`config.mk`:
```
export PLATFORM = sky130hd
export DESIGN_NAME = fetch_seq_flat
export DESIGN_NICKNAME = d
export VERILOG_FILES = /design/src/rtl/fetch_seq_if.sv /design/src/rtl/fetch_seq.sv /design/src/flat_wrapper.sv
export SDC_FILE = /design/constraint.sdc
export NUM_CORES = 1
export LEC_CHECK = 0
export ABC_AREA = 1
export BUFFER_PORTS_ARGS = -buffer_cell sky130_fd_sc_hd__buf_2
export CAP_MARGIN = 15
export CORE_MARGIN = 2
export CORE_UTILIZATION = 40
export DETAILED_ROUTE_END_ITERATION = 12
export GPL_TIMING_DRIVEN = 1
export SYNTH_ARGS = -nofsm -noshare
export SYNTH_HDL_FRONTEND = slang
export SYNTH_SLANG_ARGS = --single-unit
```
`constraint.sdc`:
```
create_clock -name clk -period 5.5 [get_ports clk]
set_input_delay 0.55 -clock clk [delete_from_list [all_inputs] [get_ports clk]]
set_output_delay 0.55 -clock clk [all_outputs]
set_load 0.01 [all_outputs]
```
`src/rtl/fetch_seq_if.sv`:
```
// Host <-> fetch sequencer bundle: control strobes, LUT write port and
// the sequencer's status outputs.
interface fetch_seq_if #(
  parameter int PC_W   = 12,
  parameter int LUT_AW = 3
);
  logic              req;
  logic              stall;
  logic              br_en;
  logic              abs_en;
  logic              call_en;
  logic              ret_en;
  logic              halt;
  logic [LUT_AW-1:0] lut_idx;
  logic              lut_we;
  logic [LUT_AW-1:0] lut_waddr;
  logic [PC_W-1:0]   lut_wdata;
  logic [PC_W-1:0]   prog_ctr;
  logic              run;
  logic              done;
  logic              fault;
  logic [15:0]       cyc_cnt;

  modport master (
    output req, stall, br_en, abs_en, call_en, ret_en, halt,
           lut_idx, lut_we, lut_waddr, lut_wdata,
    input  prog_ctr, run, done, fault, cyc_cnt
  );

  modport slave (
    input  req, stall, br_en, abs_en, call_en, ret_en, halt,
           lut_idx, lut_we, lut_waddr, lut_wdata,
    output prog_ctr, run, done, fault, cyc_cnt
  );
endinterface

```
`src/rtl/fetch_seq.sv`:
```
// Fetch sequencer: walks a PC through a program with relative branches,
// absolute jumps and call/return via a small return-address stack.
// Jump targets come from a host-writable LUT. STK_D must be >= 2.
module fetch_seq #(
  parameter int PC_W     = 12,
  parameter int LUT_AW   = 3,
  parameter int STK_D    = 4,
  parameter int END_ADDR = 128
) (
  input logic        clk,
  input logic        reset,
  fetch_seq_if.slave bus
);
  localparam int SP_W = $clog2(STK_D + 1);
  localparam int IX_W = $clog2(STK_D);
  localparam logic [SP_W-1:0] SP_FULL = SP_W'(STK_D);
  localparam logic [PC_W-1:0] PC_END  = PC_W'(END_ADDR);

  typedef enum logic [1:0] {IDLE, RUN, DONE, FAULT} state_t;

  state_t            state, state_nx;
  logic [PC_W-1:0]   pc, pc_nx;
  logic [SP_W-1:0]   sp, sp_nx, sp_m1;
  logic [PC_W-1:0]   stk [STK_D];
  logic [PC_W-1:0]   lut [2**LUT_AW];
  logic [PC_W-1:0]   lut_rd;
  logic [IX_W-1:0]   push_ix, pop_ix;
  logic              push, start;
  logic [15:0]       cnt;

  // Combinational LUT read sees the pre-write contents on a same-cycle write.
  assign lut_rd  = lut[bus.lut_idx];
  assign sp_m1   = sp - 1'b1;
  assign push_ix = sp[IX_W-1:0];
  assign pop_ix  = sp_m1[IX_W-1:0];

  // State register.
  always_ff @(posedge clk or posedge reset) begin
    if (reset) state <= IDLE;
    else       state <= state_nx;
  end

  // Next state and PC/stack-pointer update; END check outranks stall and all controls.
  always_comb begin
    state_nx = state;
    pc_nx    = pc;
    sp_nx    = sp;
    push     = 1'b0;
    start    = 1'b0;
    case (state)
      IDLE: if (bus.req) begin
        state_nx = RUN;
        start    = 1'b1;
        pc_nx    = '0;
        sp_nx    = '0;
      end
      RUN: begin
        if (pc == PC_END) begin
          state_nx = DONE;
        end else if (!bus.stall) begin
          if (bus.halt) begin
            state_nx = DONE;
          end else if (bus.ret_en) begin
            if (sp == '0) state_nx = FAULT;
            else begin
              sp_nx = sp_m1;
              pc_nx = stk[pop_ix];
            end
          end else if (bus.call_en) begin
            if (sp == SP_FULL) state_nx = FAULT;
            else begin
              push  = 1'b1;
              sp_nx = sp + 1'b1;
              pc_nx = lut_rd;
            end
          end else if (bus.abs_en) begin
            pc_nx = lut_rd;
          end else if (bus.br_en) begin
            pc_nx = pc + lut_rd;
          end else begin
            pc_nx = pc + 1'b1;
          end
        end
      end
      DONE, FAULT: if (!bus.req) state_nx = IDLE;
      default: state_nx = IDLE;
    endcase
  end

  // PC, stack pointer and return-address stack.
  always_ff @(posedge clk or posedge reset) begin
    if (reset) begin
      pc <= '0;
      sp <= '0;
      for (int i = 0; i < STK_D; i++) stk[i] <= '0;
    end else begin
      pc <= pc_nx;
      sp <= sp_nx;
      if (push) stk[push_ix] <= pc + 1'b1;
    end
  end

  // Jump-target LUT, writable in every state.
  always_ff @(posedge clk or posedge reset) begin
    if (reset) begin
      for (int i = 0; i < 2**LUT_AW; i++) lut[i] <= '0;
    end else if (bus.lut_we) begin
      lut[bus.lut_waddr] <= bus.lut_wdata;
    end
  end

  // Saturating RUN-cycle counter, cleared on program start.
  always_ff @(posedge clk or posedge reset) begin
    if (reset)                            cnt <= '0;
    else if (start)                       cnt <= '0;
    else if (state == RUN && cnt != '1)   cnt <= cnt + 1'b1;
  end

  assign bus.prog_ctr = pc;
  assign bus.run      = (state == RUN);
  assign bus.done     = (state == DONE);
  assign bus.fault    = (state == FAULT);
  assign bus.cyc_cnt  = cnt;
endmodule

```
`src/flat_wrapper.sv`:
```
// flat-port wrapper written by rule: the top's interface ports become plain ports
module fetch_seq_flat 
#(
  parameter int PC_W     = 12,
  parameter int LUT_AW   = 3,
  parameter int STK_D    = 4,
  parameter int END_ADDR = 128
)
  (clk, reset, bus_req, bus_stall, bus_br_en, bus_abs_en, bus_call_en, bus_ret_en, bus_halt, bus_lut_idx, bus_lut_we, bus_lut_waddr, bus_lut_wdata, bus_prog_ctr, bus_run, bus_done, bus_fault, bus_cyc_cnt);
  fetch_seq_if #(.PC_W(PC_W), .LUT_AW(LUT_AW)) bus_i ();
  input logic clk;
  input logic reset;
  input wire logic [$bits(bus_i.req)-1:0] bus_req;
  input wire logic [$bits(bus_i.stall)-1:0] bus_stall;
  input wire logic [$bits(bus_i.br_en)-1:0] bus_br_en;
  input wire logic [$bits(bus_i.abs_en)-1:0] bus_abs_en;
  input wire logic [$bits(bus_i.call_en)-1:0] bus_call_en;
  input wire logic [$bits(bus_i.ret_en)-1:0] bus_ret_en;
  input wire logic [$bits(bus_i.halt)-1:0] bus_halt;
  input wire logic [$bits(bus_i.lut_idx)-1:0] bus_lut_idx;
  input wire logic [$bits(bus_i.lut_we)-1:0] bus_lut_we;
  input wire logic [$bits(bus_i.lut_waddr)-1:0] bus_lut_waddr;
  input wire logic [$bits(bus_i.lut_wdata)-1:0] bus_lut_wdata;
  output wire logic [$bits(bus_i.prog_ctr)-1:0] bus_prog_ctr;
  output wire logic [$bits(bus_i.run)-1:0] bus_run;
  output wire logic [$bits(bus_i.done)-1:0] bus_done;
  output wire logic [$bits(bus_i.fault)-1:0] bus_fault;
  output wire logic [$bits(bus_i.cyc_cnt)-1:0] bus_cyc_cnt;
  assign bus_i.req = bus_req;
  assign bus_i.stall = bus_stall;
  assign bus_i.br_en = bus_br_en;
  assign bus_i.abs_en = bus_abs_en;
  assign bus_i.call_en = bus_call_en;
  assign bus_i.ret_en = bus_ret_en;
  assign bus_i.halt = bus_halt;
  assign bus_i.lut_idx = bus_lut_idx;
  assign bus_i.lut_we = bus_lut_we;
  assign bus_i.lut_waddr = bus_lut_waddr;
  assign bus_i.lut_wdata = bus_lut_wdata;
  assign bus_prog_ctr = bus_i.prog_ctr;
  assign bus_run = bus_i.run;
  assign bus_done = bus_i.done;
  assign bus_fault = bus_i.fault;
  assign bus_cyc_cnt = bus_i.cyc_cnt;
  fetch_seq #(.PC_W(PC_W), .LUT_AW(LUT_AW), .STK_D(STK_D), .END_ADDR(END_ADDR)) u_core (.clk(clk), .reset(reset), .bus(bus_i));
endmodule
```
==> results of run 1 <==
synthesized netlist by cell type, types with 6 or more instances:
master | n | area, sq um
a21oi_1 | 65 | 325
nand2_1 | 326 | 1220
a221oi_1 | 8 | 70.1
nand3_1 | 54 | 270
nand4_1 | 12 | 75.1
inv_2 | 9 | 33.8
nor3_1 | 7 | 35.0
o21ai_0 | 165 | 826
xor2_1 | 11 | 96.3
o22ai_1 | 18 | 113
dfrtp_1 | 177 | 4430
buf_2 | 18 | 90.1
a31oi_1 | 6 | 37.5
clkbuf_1 | 34 | 128
nor2_1 | 117 | 439
ha_1 | 19 | 238
inv_1 | 94 | 353
o21ai_1 | 35 | 175
worst paths after layout:
kind	endpoint	depth (start not counted)
min in group clk	u_core.lut[11]	3
hold / removal	u_core.bus.prog_ctr[10]	2
max in group asynchronous	u_core.stk[21]	3
hold reg to reg	u_core.stk[21]	2
setup / recovery	u_core.bus.prog_ctr[6]	16
setup reg to reg	u_core.stk[5]	11
critical path, cell delays in order:
cell and delay [ns]:
buf_2 0.43, inv_1 0.49, o21ai_0 0.24, o22ai_1 0.10
nand2_1 0.07, nand2_1 0.12, ha_1 0.23, fa_1 0.45
nand3_1 0.10, nand2_1 0.12, a21oi_1 0.21, and2_1 0.14
o21ai_0 0.07, nand2_1 0.09, nand3_1 0.08, a21oi_1 0.14
cells in the final DEF, fill, tap and decap left out, types with 8 or more instances in the layout:
master and count:
o21ai_1 35, clkbuf_16 17, ha_1 19, buf_4 8, dfrtp_1 177, inv_2 9
o21ai_0 165, nand4_1 12, o22ai_1 18, nand2_1 326, buf_2 58, nand3_1 54
inv_1 93, xor2_1 11, nor2_1 117, a221oi_1 8, a21oi_1 65
cells by family after synthesis:
logic type	after synthesis	synth area share
adders and majority gates	20	0.0274
xor gates and xnor gates	13	0.0121
and+or+nand+nor	536	0.235
buffers and inverters	158	0.0671
AOI/OAI and AO/OA	321	0.187
DFF	177	0.471
metal layers:
layer | routed length [um] | GRT usage | vias up
met1 | 12500 | 0.311 | 3996
met4 | 350 | 0.0563 | 0
li1 | - | - | 4112
met5 | 0 | 0 | -
met2 | 11900 | 0.348 | 185
met3 | 1100 | 0.0322 | 25
layout make-up:
type / instances / area (sq um) / area share
Clock buffer: 17 / 425 / 0.0404
Tap cell: 319 / 399 / 0.0379
Clock inverter: 15 / 201 / 0.0191
Inverter: 103 / 392 / 0.0372
Timing Repair Buffer: 66 / 350 / 0.0332
Multi-Input combinational cell: 890 / 4340 / 0.412
Sequential cell: 177 / 4430 / 0.420
registers in the layout, indices dropped and copies added (netlist names):
signal	count
u_core.bus.cyc_cnt	16
u_core.stk	48
u_core.bus.prog_ctr	12
u_core.state	2
u_core.sp	3
u_core.lut	96
power groups by stage:
| stage | Clock, uW | Combinational [uW] | Sequential (uW) |
|---|---|---|---|
| final | 1270 | 1730 | 1890 |
| after detailed placement | 0 | 1730 | 1910 |
| after global placement | 0 | 1710 | 1900 |
| after floorplan | 0 | 1260 | 1860 |
| after CTS | 1290 | 1740 | 1890 |
| after global routing | 1350 | 1980 | 1940 |
stage by stage:
step                      area (sq um)  hold WS, ns  utilization  setup slack (ns)
after floorplan                   9400        0.448            -             0.148
after global placement            9910        0.461        0.426              2.07
after detailed placement          9910        0.466        0.426              1.91
after CTS                        10500        0.340        0.453              2.28
after global routing             10500        0.375        0.453              1.93
final                            10500        0.296        0.453              2.23
==> metrics.cfg, run 1 <==
[sta]
hold_viol_final = 0
slew_headroom = 0.337
grt_setup_unrepaired = false
min_period_over_period = 0.595
final_max_slew_viol_count = 0
tightest_slew_ns = 0.991
fin_setup_tns_ns = 0
finalSetupViolCount = 0
period_needed_ns = 3.27
worst_clock_skew_ns = 0.0192
max_freq_mhz = 306

[clock_network]
clockBufferDepth = 2
cts.clk_slew.worst_paths_ns = 0.07
cts_buffers = 17
htree_num_levels = 4
cts_tree = yes
clock-sinks = 177
cts_post_setup_buffers_inserted = 0
cts_root_buf = clkbuf_16
cts_hold_buf = 0
cts_resized = 0
clk_latency_ns = 0.45

[grt]
grt_pass1_vias = 7836
antenna_found_initial = 0
overflow = 0
grt_first_pass_wirelength_um = 42400
grt_max_degree = 104
track_usage = 0.218

[detailed_routing]
ant_nets = 0
wl_per_cell_um = 16.3
drcViolationCount = 0
vias_per_cell = 5.24
dr.first_iter.drc_count = 734
wl_um = 25800
drt_pre_antenna_iters = 5
vias = 8318

[synth]
synth_ff_type = dfrtp_1
seq_area_frac_synth = 0.471
synth_cell_type_count = 44
synth_cells = 1225
syn-cell-area_sq_mm = 0.00940
synth_edf_count = 0
synth_area_per_cell_sq_um = 7.67
synth_nets = 1273
synth_seq_cells = 177
async_flop_share = 1.00
synth-warning-count = 0

[power]
vdd_drop_max_uv = 223
switchingPower_uw = 2050
power_frac_comb = 0.354
power.share.clock = 0.260
power.density_mw_per_mm2 = 464
switching_share = 0.419
fin_total_pwr_uw = 4890
p_leak_uw = 0.00512
seqPwrFrac = 0.386
p_int_uw = 2840

[layout]
drive_gt1_frac = 0.100
layoutNonFillerInstCount = 1587
nets = 1303
nFillCells = 2415
area_delta_synth_final_pct = 12.2
antenna_cells = 0

[setup_path]
regToRegStartpoint = u_core.bus.prog_ctr[0]
crit_type = input port to flip-flop
endpoint_kind = flip-flop
crit_fanout = 28
crit_path_start = bus_lut_idx[1]
cp_data_required_time_ns = 5.86
r2r_slack_ns = 2.80
arrival_ns = 3.63
start_kind = input port

[floorplanning]
die_area_sq_mm = 0.0247
initial_core_util = 0.404
rows = 56
core_sq_mm = 0.0233
die_y_um = 157
die_w_um = 157
ioPinCount = 59

[placed_design]
globalplace.congestion = 0.889
port_buffers = 58
dp_cells = 1555
hpwl_um = 17100

[worst_hold_path]
hold_class = input port to asynchronous set/reset pin

[job]
maxCapViolCount = 0

[outcome]
status = finished, final reports clean

No activity file was read; power rests on OpenSTA's default activity.
==> run 2, diff against run 1 <==
==> constraint.sdc (replaced) <==
create_clock -name clk -period 3.24 [get_ports clk]
set_input_delay 0.324 -clock clk [delete_from_list [all_inputs] [get_ports clk]]
set_output_delay 0.324 -clock clk [all_outputs]
set_load 0.01 [all_outputs]
==> run 2 against run 1 <==
Compared with the run above:
- die area did not move
- routed wire length down 1.5%
- register-to-register slack worse by 2.0 ns
- critical path type is now flip-flop to flip-flop
==> metrics.cfg, run 2 (synthesis gave the netlist of run 1 again) <==
[detailed_routing]
ant_nets = 0
drcViolationCount = 0
dr.first_iter.drc_count = 704
wl_per_cell_um = 16.0
vias_per_cell = 5.20
drt_pre_antenna_iters = 5
vias = 8289
wl_um = 25400

[sta]
slew_headroom = 0.292
fin_setup_tns_ns = 0
finalSetupViolCount = 0
min_period_over_period = 0.760
worst_clock_skew_ns = 0.0143
hold_viol_final = 0
grt_setup_unrepaired = false
final_max_slew_viol_count = 0
setup_ws_ns = 0.779
period_needed_ns = 2.46
max_freq_mhz = 406
holdWs_ns = 0.0695
tightest_slew_ns = 1.06

[grt]
antenna_found_initial = 0
grt_first_pass_wirelength_um = 41800
grt_max_degree = 178
overflow = 0
grt_pass1_vias = 7712
track_usage = 0.215

[outcome]
status = finished, final reports clean

[setup_path]
cp_data_required_time_ns = 3.55
endpoint_kind = flip-flop
start_kind = flip-flop
crit_fanout = 5
arrival_ns = 2.77
crit_type = flip-flop to flip-flop

[layout]
layoutNonFillerInstCount = 1593
largest_register = u_core.lut
antenna_cells = 0
drive_gt1_frac = 0.104
final_common_cell = nand2_1
area_delta_synth_final_pct = 12.9
layout_common_cells = nand2_1 (326), dfrtp_1 (177), o21ai_0 (165)
largest_register_ff_count = 96
nets = 1309

[floorplanning]
die_w_um = 157
rows = 56
die_y_um = 157
die_area_sq_mm = 0.0247
core_sq_mm = 0.0233
initial_core_util = 0.404
ioPinCount = 59

[clock_network]
clock-sinks = 177
cts_resized = 0
htree_num_levels = 4
cts_root_buf = clkbuf_16
cts_tree = yes
clockBufferDepth = 2
cts.clk_slew.worst_paths_ns = 0.07
clk_latency_ns = 0.44
cts_buffers = 17
cts_post_setup_buffers_inserted = 0
cts_hold_buf = 0

[power]
p_leak_uw = 0.00517
power.density_mw_per_mm2 = 788
vdd_drop_max_uv = 330
fin_total_pwr_uw = 8360

[job]
maxCapViolCount = 0

[placed_design]
port_buffers = 58
dp_slack_ns = 0.457
hpwl_um = 17000
globalplace.congestion = 0.851
dp_cells = 1561

[worst_hold_path]
hold_class = input port to asynchronous set/reset pin

-- run 2: changes by cell type in the layout (fill, tap and decap cells not counted), moves of 3 or more --
cell | before | now
buf_4 | 8 | 11
buf_12 | 0 | 3
inv_12 | 3 | 0
clkinv_8 | 6 | 0
-- run 2: layout make-up --
type                    instances  area (sq um)
flip-flops and latches        177          4430
repair buffers                 72           433
clock inverters                13           163
fillers                      2446         12700
inverters                     103           390
well taps                     319           399
clock buffers                  19           453
multi-input cells             890          4340
-- run 2: routing by layer --
layer	track usage	wire, um	vias up
li1	-	-	4129
met1	0.314	12500	3963
met2	0.334	11500	171
met3	0.0328	1090	26
met4	0.0606	348	0
met5	0	0	-
-- run 2: critical path, cell delays in order, from the launching register on --
cell	delay, ns
dfrtp_1	0.38
nor2_1	0.08
nor2_1	0.05
o21ai_0	0.07
o21ai_0	0.09
o21ai_0	0.26
inv_1	0.08
ha_1	0.35
nand3_1	0.13
nand3_1	0.17
a21oi_1	0.22
xor2_1	0.16
nor2_1	0.05
o21ai_0	0.17
a21oi_1	0.08
-- run 2: metrics by stage --
stage	util	cell area, sq um
final	0.456	10600
after global routing	0.456	10600
after floorplan	-	9400
after global placement	0.430	9990
after detailed placement	0.430	9990
after CTS	0.456	10600
-- run 2: worst paths after layout --
kind	cells past startpoint	from	slack (ns)	to
min reg2reg	2	u_core.lut[29]	0.48	u_core.lut[29]
max	14	u_core.lut[86]	0.78	u_core.bus.prog_ctr[7]
min in group clk	3	bus_lut_wdata[11]	0.13	u_core.lut[11]
min	3	reset	0.07	u_core.bus.prog_ctr[9]
max reg2reg	14	u_core.lut[86]	0.78	u_core.bus.prog_ctr[7]
max in group asynchronous	3	reset	2.33	u_core.sp[2]
-- run 2: power breakdown --
part	switching [uW]	internal [uW]	total [uW]
Sequential	452	2760	3210
Combinational	1960	1020	2980
Clock	967	1210	2180
==> run 3, diff against run 2 <==
==> constraint.sdc (replaced) <==
create_clock -name clk -period 2.15 [get_ports clk]
set_input_delay 0.215 -clock clk [delete_from_list [all_inputs] [get_ports clk]]
set_output_delay 0.215 -clock clk [all_outputs]
set_load 0.01 [all_outputs]
==> run 3 against run 2 <==
Compared with the run above:
- the run now ends with negative setup slack left
- utilization is 4.4 points higher
- critical endpoint is now u_core.bus.prog_ctr[11]
- count of clock-buffer cells in the layout is 2 lower
- clock skew is 0.00077 ns higher
- setup slack worse by 0.83 ns
- hold slack worse by 0.053 ns
- sequential cell count stayed put
- sequential power is 49% higher
- die area stayed put
- register-to-register slack worse by 0.83 ns
==> metrics.cfg, run 3 (synthesis gave the netlist of run 1 again) <==
[outcome]
status = finished, violations left
violations = negative setup slack

[worst_hold_path]
hp-start = bus_lut_wdata[11]
min_to = u_core.lut[11]
worstHoldPathCells = 3
hold_class = input port to flip-flop

[clock_network]
cts_root_buf = clkbuf_16
clockBufferDepth = 2
cts_tree = yes
clk_latency_ns = 0.42
cts.clk_slew.worst_paths_ns = 0.08
htree_num_levels = 4
clock-sinks = 177
cts_buffers = 17

[layout]
nets = 1406
nFillCells = 2331
area_delta_synth_final_pct = 23.9
largest_register = u_core.lut
layoutNonFillerInstCount = 1690
final_common_cell = nand2_1
multi_input_area_sq_mm = 0.00457
fin_util = 0.500
layout_common_cells = nand2_1 (314), dfrtp_1 (177), o21ai_0 (142)
regArea_sq_mm = 0.00443
largest_register_ff_count = 96
final_area_sq_mm = 0.0116
drive_gt1_frac = 0.197
antenna_cells = 0

[power]
seqPwrFrac = 0.350
vdd_drop_max_uv = 649
p_int_uw = 8170
power.share.clock = 0.233
switchingPower_uw = 5490
switching_share = 0.402
power_frac_comb = 0.417
p_leak_uw = 0.00567
power.density_mw_per_mm2 = 1170

[setup_path]
critical-path-slowest-cell = dfrtp_1
path_cells = nor2_1 -> nor2_1 -> o21ai_0 -> o21ai_1 -> nand2_1 -> nand2_1 -> ha_4 -> nand2_1 -> nor2_2 -> nand3_1 -> inv_1 -> nor2_1 -> nand3_1 -> nand3_1 -> nand2_1 -> nand2_1 -> a21oi_2
critPathTopFamily = simple AND/OR/NAND/NOR gates
endpoint_kind = flip-flop
crit_type = flip-flop to flip-flop
arrival_ns = 2.56
r2r_cells = 17
r2r_slack_ns = -0.05
cpPeakStageDelay_ns = 0.39
r2r_end = u_core.bus.prog_ctr[11]
critPathMostFrequentCell = nand2_1
path_buf_inv = 1
cp_data_required_time_ns = 2.51
crit_fanout = 4
regToRegStartpoint = u_core.lut[43]
start_kind = flip-flop

[sta]
worst_clock_skew_ns = 0.0151
final_max_slew_viol_count = 0
min_period_over_period = 1.02
max_freq_mhz = 454
fin_setup_tns_ns = -0.220
setup_ws_ns = -0.0526
hold_viol_final = 0
finalSetupViolCount = 6
grt_setup_unrepaired = true
tightest_slew_ns = 0.818
period_needed_ns = 2.20
slew_headroom = 0.453

[grt]
grt_max_degree = 38
grt_first_pass_wirelength_um = 44400
grtUsageMet3 = 0.0352
grt_pass1_vias = 8450
grt_use_met1 = 0.330
overflow = 0
antenna_found_initial = 0
use_met2 = 0.354
track_usage = 0.226
grt_busiest_layer = met2

[detailed_routing]
vias = 8650
vias_per_cell = 5.12
wl_per_cell_um = 15.9
drt_pre_antenna_iters = 7
wl_um = 26800
ant_nets = 0
dr.first_iter.drc_count = 692
drcViolationCount = 0

[placed_design]
globalplace.congestion = 0.921
dp_cells = 1651
port_buffers = 58
place_area_sq_mm = 0.0108
hpwl_um = 19000

[floorplanning]
ioPinCount = 59
rows = 56
die_y_um = 157
core_sq_mm = 0.0233
die_w_um = 157
initial_core_util = 0.404
die_area_sq_mm = 0.0247

[job]
maxCapViolCount = 0

==> run 3: worst max-delay path by stage <==
| stage | from | end | depth (start not counted) |
|---|---|---|---|
| 2_1_floorplan | reset | u_core.bus.cyc_cnt[0] | 1 |
| 3_3_place_gp | bus_lut_idx[0] | u_core.bus.prog_ctr[7] | 20 |
| 3_5_place_dp | bus_lut_idx[0] | u_core.bus.prog_ctr[7] | 20 |
| 4_1_cts | u_core.lut[17] | u_core.bus.prog_ctr[7] | 15 |
| 5_1_grt | u_core.lut[86] | u_core.bus.prog_ctr[9] | 17 |
| 6_report | u_core.lut[43] | u_core.bus.prog_ctr[11] | 17 |
==> run 3: power by group through the flow <==
stage	Combinational (uW)	Clock, uW	Sequential (uW)
after floorplan	3260	0	4770
after global routing	6400	3410	4880
after CTS	5520	3260	4770
final	5700	3180	4780
after global placement	5230	0	4780
after detailed placement	5310	0	4780
==> run 3: final cells by class <==
class / count / share of cell area
clock buffers: 17 / 0.0365
clock inverters: 15 / 0.0160
inverters: 103 / 0.0335
multi-input cells: 890 / 0.393
flip-flops and latches: 177 / 0.380
well taps: 319 / 0.0343
repair buffers: 169 / 0.106
==> run 3: worst min-delay path: stages <==
cell,delay (ns)
buf_2,0.09
nand2_1,0.05
o21ai_0,0.06
==> run 3: timing repair <==
action | CTS | global route
endpoints found under the hold margin | 21 | 0
gates resized for setup | 37 | 27
endpoints found under the setup margin | 10 | 44
setup buffers | 2 | 4
pin swaps | 23 | 22
hold buffers | 1 | 0
==> run 3: metal layers <==
layer / share of wire / vias to the layer above
met5: 0 / -
met4: 0.013 / 0
met3: 0.043 / 22
met2: 0.45 / 196
met1: 0.49 / 4113
li1: - / 4319
==> run 3: per-stage QoR <==
stage,setup slack [ns],total power (uW),hold slack (ns)
after global routing,-0.266,14700,0.0368
after CTS,-0.0768,13500,0.00467
after global placement,-0.510,10000,0.413
after floorplan,-0.332,8030,0.336
final,-0.0526,13700,0.0160
after detailed placement,-0.506,10100,0.405
